$ cat config.mk
export PLATFORM = sky130hd
export DESIGN_NAME = rf_multiport
export DESIGN_NICKNAME = d
export VERILOG_FILES = /design/src/rtl/rf_multiport.sv
export SDC_FILE = /design/constraint.sdc
export NUM_CORES = 1
export LEC_CHECK = 0
export BUFFER_PORTS_ARGS = -buffer_cell sky130_fd_sc_hd__buf_4
export CELL_PAD_IN_SITES_DETAIL_PLACEMENT = 2
export CELL_PAD_IN_SITES_GLOBAL_PLACEMENT = 2
export CORE_MARGIN = 2
export CORE_UTILIZATION = 42
export DETAILED_ROUTE_END_ITERATION = 10
export GPL_TIMING_DRIVEN = 0
export PLACE_DENSITY = 0.74
export SLEW_MARGIN = 20
export SYNTH_ARGS = -nofsm -noshare
export SYNTH_HDL_FRONTEND = slang
export SYNTH_SLANG_ARGS = --single-unit
$ cat constraint.sdc
create_clock -name clk_i -period 5.3 [get_ports clk_i]
set_clock_uncertainty 0.15 [all_clocks]
set_input_delay 0.265 -clock clk_i [delete_from_list [all_inputs] [get_ports clk_i]]
set_output_delay 0.265 -clock clk_i [all_outputs]
set_load 0.02 [all_outputs]
$ cat src/rtl/rf_multiport.sv
// Multi-port register file: NREAD combinational read ports, one write port, self-clearing array.
// Latency: reads 0 cycles, writes visible next cycle; clear sequence runs DEPTH cycles.
// Backpressure: none; writes during busy_o are discarded and flagged one cycle later on wr_drop_o.
// Optional feature: define RF_BYPASS_EN to forward same-cycle write data to matching read ports.
module rf_multiport #(
  parameter int DATA_W   = 32,
  parameter int ADDR_W   = 5,
  parameter int NREAD    = 2,
  parameter int ZERO_REG = 1
) (
  input  logic                    clk_i,
  input  logic                    rst_i,
  input  logic                    clear_i,
  input  logic                    write_enable_i,
  input  logic [ADDR_W-1:0]       write_addr_i,
  input  logic [DATA_W-1:0]       write_data_i,
  input  logic [NREAD*ADDR_W-1:0] read_addr_i,
  output logic [NREAD*DATA_W-1:0] read_data_o,
  output logic                    busy_o,
  output logic                    wr_drop_o
);

  localparam int DEPTH = 2 ** ADDR_W;

  typedef enum logic {
    IDLE  = 1'b0,
    CLEAR = 1'b1
  } state_t;

  state_t            state_q, state_d;
  logic [ADDR_W-1:0] clr_cnt_q, clr_cnt_d;
  logic              wr_drop_q;
  logic              busy;
  logic [DATA_W-1:0] mem [DEPTH];

  // busy comes straight from the state register, so clear_i never reaches it combinationally
  assign busy      = (state_q == CLEAR);
  assign busy_o    = busy;
  assign wr_drop_o = wr_drop_q;

  // Next-state logic: start a sweep from IDLE, walk one entry per cycle, stop after the last index
  always_comb begin
    state_d   = state_q;
    clr_cnt_d = clr_cnt_q;
    case (state_q)
      IDLE: begin
        if (clear_i) begin
          state_d   = CLEAR;
          clr_cnt_d = '0;
        end
      end
      CLEAR: begin
        // clear_i is ignored here; the sweep only ends at the all-ones index, never wraps
        if (clr_cnt_q == '1) begin
          state_d   = IDLE;
          clr_cnt_d = '0;
        end else begin
          clr_cnt_d = clr_cnt_q + ADDR_W'(1);
        end
      end
      default: begin
        state_d   = IDLE;
        clr_cnt_d = '0;
      end
    endcase
  end

  // State, sweep counter and drop flag; reset launches a fresh sweep from index 0
  always_ff @(posedge clk_i) begin
    if (rst_i) begin
      state_q   <= CLEAR;
      clr_cnt_q <= '0;
      wr_drop_q <= 1'b0;
    end else begin
      state_q   <= state_d;
      clr_cnt_q <= clr_cnt_d;
      wr_drop_q <= write_enable_i && busy;
    end
  end

  // Array update: the sweep owns the array while busy, otherwise the write port does
  always_ff @(posedge clk_i) begin
    if (!rst_i) begin
      if (busy) begin
        mem[clr_cnt_q] <= '0;
      end else if (write_enable_i) begin
        mem[write_addr_i] <= write_data_i;
      end
    end
  end

`ifdef RF_BYPASS_EN
  logic wr_ok;
  assign wr_ok = write_enable_i && !busy;
`endif

  for (genvar k = 0; k < NREAD; k++) begin : g_rd
    logic [ADDR_W-1:0] ra;
    logic [DATA_W-1:0] rd;

    assign ra = read_addr_i[k*ADDR_W +: ADDR_W];

    // Read mux: array value, optional write forwarding, then zero-forcing for busy and address 0
    always_comb begin
      rd = mem[ra];
`ifdef RF_BYPASS_EN
      if (wr_ok && (ra == write_addr_i)) begin
        rd = write_data_i;
      end
`endif
      if (busy || ((ZERO_REG != 0) && (ra == '0))) begin
        rd = '0;
      end
    end

    assign read_data_o[k*DATA_W +: DATA_W] = rd;
  end

endmodule

==> impl_summary.txt <==
----------------------------------------------------
[Logic synthesis]
  Cell variety after synth ... 41
  Cell count after synthesis ... 2901
  Proportion of synthesized chip area in sequential cells ... 63.9%
  Share of synthesized flip-flops with an asynchronous set or reset ... 0%
  Syn Nets ... 2954
  Leading cell types by count after synthesis ... 1024 x edfxtp_1, 264 x mux2i_1, 252 x mux4_2
  Number of flops mapped to enable cells by yosys ... 1024
  Area share of the largest cell type after synthesis ... 63.6%
  FF+latch count, synth ... 1031
  Synth Flop Type ... edfxtp_1
  Most frequent cell after synthesis ... edfxtp_1
  Number of warnings printed during yosys synthesis ... 0
  Synthesized cell area ... 48300 sq um
  Post-synthesis cell type with the largest combined area ... edfxtp_1
  Main area contributors after synthesis ... edfxtp_1 64%, mux4_2 12%, mux2i_1 5.5%, mux2_2 4.6%, a22oi_1 2.5%
  Syn avg cell area ... 16.7 sq um

[Timing]
  Final Hold Vio Count ... 0
  Setup WS post-layout ... 0.469 ns
  Number of failing setup endpoints in the final timing report ... 0
  Max_slew headroom ... 18.1%
  Ratio of final minimum period to clock period ... 91.1%
  FMAX ... 207 MHz
  RSZ-0062 raised after global routing ... false
  Final slew viol count ... 0
  Actual transition at the worst max-transition pin ... 1.23 ns
  Time the worst path needs with I/O delays and setup ... 4.83 ns
  Fin Hold WS ... 0.118 ns

[Worst setup path]
  Path type of the worst setup path ... reg2out
  Data arrival time of the worst path ... 4.42 ns
  Critical Path RT ... 4.89 ns
  Largest driver fanout on the critical path ... 10
  Sort of element at the end of the critical path ... primary output
  Crit path launch type ... flop

[Final layout]
  Post-route non-filler standard cell count ... 4802
  Area of all placed cells without fillers ... 56400 sq um
  Number of nets in the layout ... 3242
  Number of filler instances in the final layout ... 10400
  Fraction of layout cells with a size suffix above 1 ... 29.7%
  Layout overhead on the synthesized area ... 16.8%

[Min path]
  Hold Path Class ... in2reg

[Clock network]
  Total CTS buffers ... 111
  Number of clock sinks ... 1031
  Number of setup buffers added after CTS ... 0
  Clk_lat worst skew ... 0.71 ns
  Resized Gates After CTS ... 0
  Clock tree from TritonCTS ... done
  Max H-tree Level ... 3
  Number of buffers between clock root and the deepest sink ... 3
  Clock slew seen by the registers of the worst setup and hold paths ... 0.06 ns
  Clk Tree Root Cell ... clkbuf_16

[Placed design]
  Placed cell count ... 4582
  Area after detailed placement ... 52700 sq um
  Count of buffers from port buffering ... 110
  Worst slack, placed ... 1.13 ns
  HPWL after detailed placement ... 150000 um
  Routability congestion estimate ... 0.921

[Power and ir drop]
  Leak ... 17.8 nW
  Clock power frac ... 44.5%
  Comb power frac ... 6.1%
  Switching share of total power ... 23.4%
  Power density over the cells ... 319 nW/um^2
  Max IR drop VDD ... 255 uV
  Sequential group share of total power ... 49.5%
  Sw Pwr ... 4.22 mW
  Cell-internal power ... 13.8 mW

[Drt]
  Vias per std cell ... 7.07
  Vias ... 34000
  Average wire per standard cell ... 44.6 um
  WL final ... 214000 um
  Drt first-iter violations ... 4847
  Count of unresolved DRC violations after routing ... 0
  Initial DRT Pass Iterations ... 6
  Antenna violation net count after detailed routing ... 0

[Floorplan]
  Area of the die ... 118000 sq um
  Placement row count ... 124
  Horizontal die dimension ... 343 um
  Core ar. ... 114000 sq um
  Effective utilization at floorplan ... 42.3%
  Die Height ... 343 um
  Count of boundary I/O pins ... 117

[Global routing]
  Combined global-route utilization of all metal layers ... 36.2%
  GRT Residual Overflow ... 0
  Number of antenna violations at the first check in global routing ... 15
  Number of global-route vias before repair ... 35300
  Global-route wire length before repair ... 293000 um
  Maximum number of pins on one net before global-route repair ... 33

[Flow run]
  Max-capacitance violation count ... 0

[Run status]
  Run status ... completed

----------------------------------------------------
==> cell families after synthesis <==
family	Yosys count	synth area share [%]
buffers and inverters	234	2.32
muxes	715	21.9
DFF	1031	63.9
and+or+nand+nor	457	5.12
adders and majority gates	2	0.0518
AOI/OAI and AO/OA	462	6.72
==> per-stage QoR <==
stage | util (%) | power (mW) | TNS (ns)
after floorplan | - | 9.66 | 0
after global placement | 44.7 | 10.1 | -431.42
after detailed placement | 46.2 | 10.1 | 0
after CTS | 49.3 | 18.0 | 0
after global routing | 49.4 | 18.3 | 0
final | 49.4 | 18.0 | 0
==> critical path, cell delays in order, from the launching register on <==
cell	delay [ns]
dfxtp_1	0.44
buf_2	0.31
inv_1	0.31
and3_1	0.29
clkbuf_1	0.39
clkbuf_1	0.88
nand3_1	0.46
nand4_1	0.38
buf_4	0.20
==> cell usage in the layout (no fill, tap or decap), types with 14 or more instances in the layout <==
cell	n
buf_2	102
clkbuf_1	110
edfxtp_1	1024
nor2_1	14
a22o_1	32
o22ai_1	66
a22oi_1	161
mux4_2	252
mux2_2	199
nor2b_1	70
clkbuf_16	112
clkinv_2	14
a211oi_1	65
nand2_1	72
buf_16	32
o21ai_0	65
bufinv_16	14
clkinv_1	35
buf_12	24
and2_2	30
nor2_4	32
a31oi_1	32
nand4_1	65
o31a_1	32
mux2i_1	264
or3_1	31
buf_4	129
nand3_1	103
==> power groups by stage <==
stage | combinational [mW] | sequential (mW) | clock, mW
6_report | 1.09 | 8.91 | 8.01
5_1_grt | 1.10 | 8.91 | 8.24
4_1_cts | 1.06 | 8.91 | 7.98
3_5_place_dp | 1.05 | 9.08 | 0
3_3_place_gp | 0.992 | 9.08 | 0
2_1_floorplan | 0.595 | 9.07 | 0
==> layer usage <==
layer,track usage [%],vias to the layer above,part of all wire (%)
met1,46.2,18200,37
met5,0,-,0.011
met2,56.9,2581,46
met3,11.7,557,12
met4,15.6,4,4.7
li1,-,12600,-
==> final cells by class <==
| class | count | area [sq um] | share of cell area (%) |
|---|---|---|---|
| clock inverter | 75 | 727 | 1.29 |
| buffer | 233 | 1120 | 1.99 |
| inverter | 1 | 3.75 | 0.00665 |
| multi-input combinational | 1636 | 16600 | 29.4 |
| timing repair buffer | 175 | 2290 | 4.05 |
| tap | 1512 | 1890 | 3.35 |
| antenna | 8 | 20.0 | 0.0355 |
| sequential | 1031 | 30900 | 54.7 |
| clock buffer | 131 | 2870 | 5.09 |
==> registers in the layout (all words and copies together), names as in the netlist <==
register and flops:
wr_drop_o 1, clr_cnt_q 5, mem 1024, busy_o 1
==> worst paths after layout <==
kind	from	end	cells past startpoint	slack (ns)
max	busy_o	read_data_o[22]	8	0.47
min	write_data_i[5]	mem[10][5]	2	0.12
max reg2reg	busy_o	mem[26][9]	8	1.17
min reg2reg	clr_cnt_q[1]	clr_cnt_q[3]	2	0.45
==> timing repair <==
| item | CTS | global route |
|---|---|---|
| endpoints found under the setup margin | 0 | 0 |
| endpoints found under the hold margin | 7 | 0 |
| hold buffers | 5 | 0 |
Note: power is estimated with default switching activity, not from simulation.
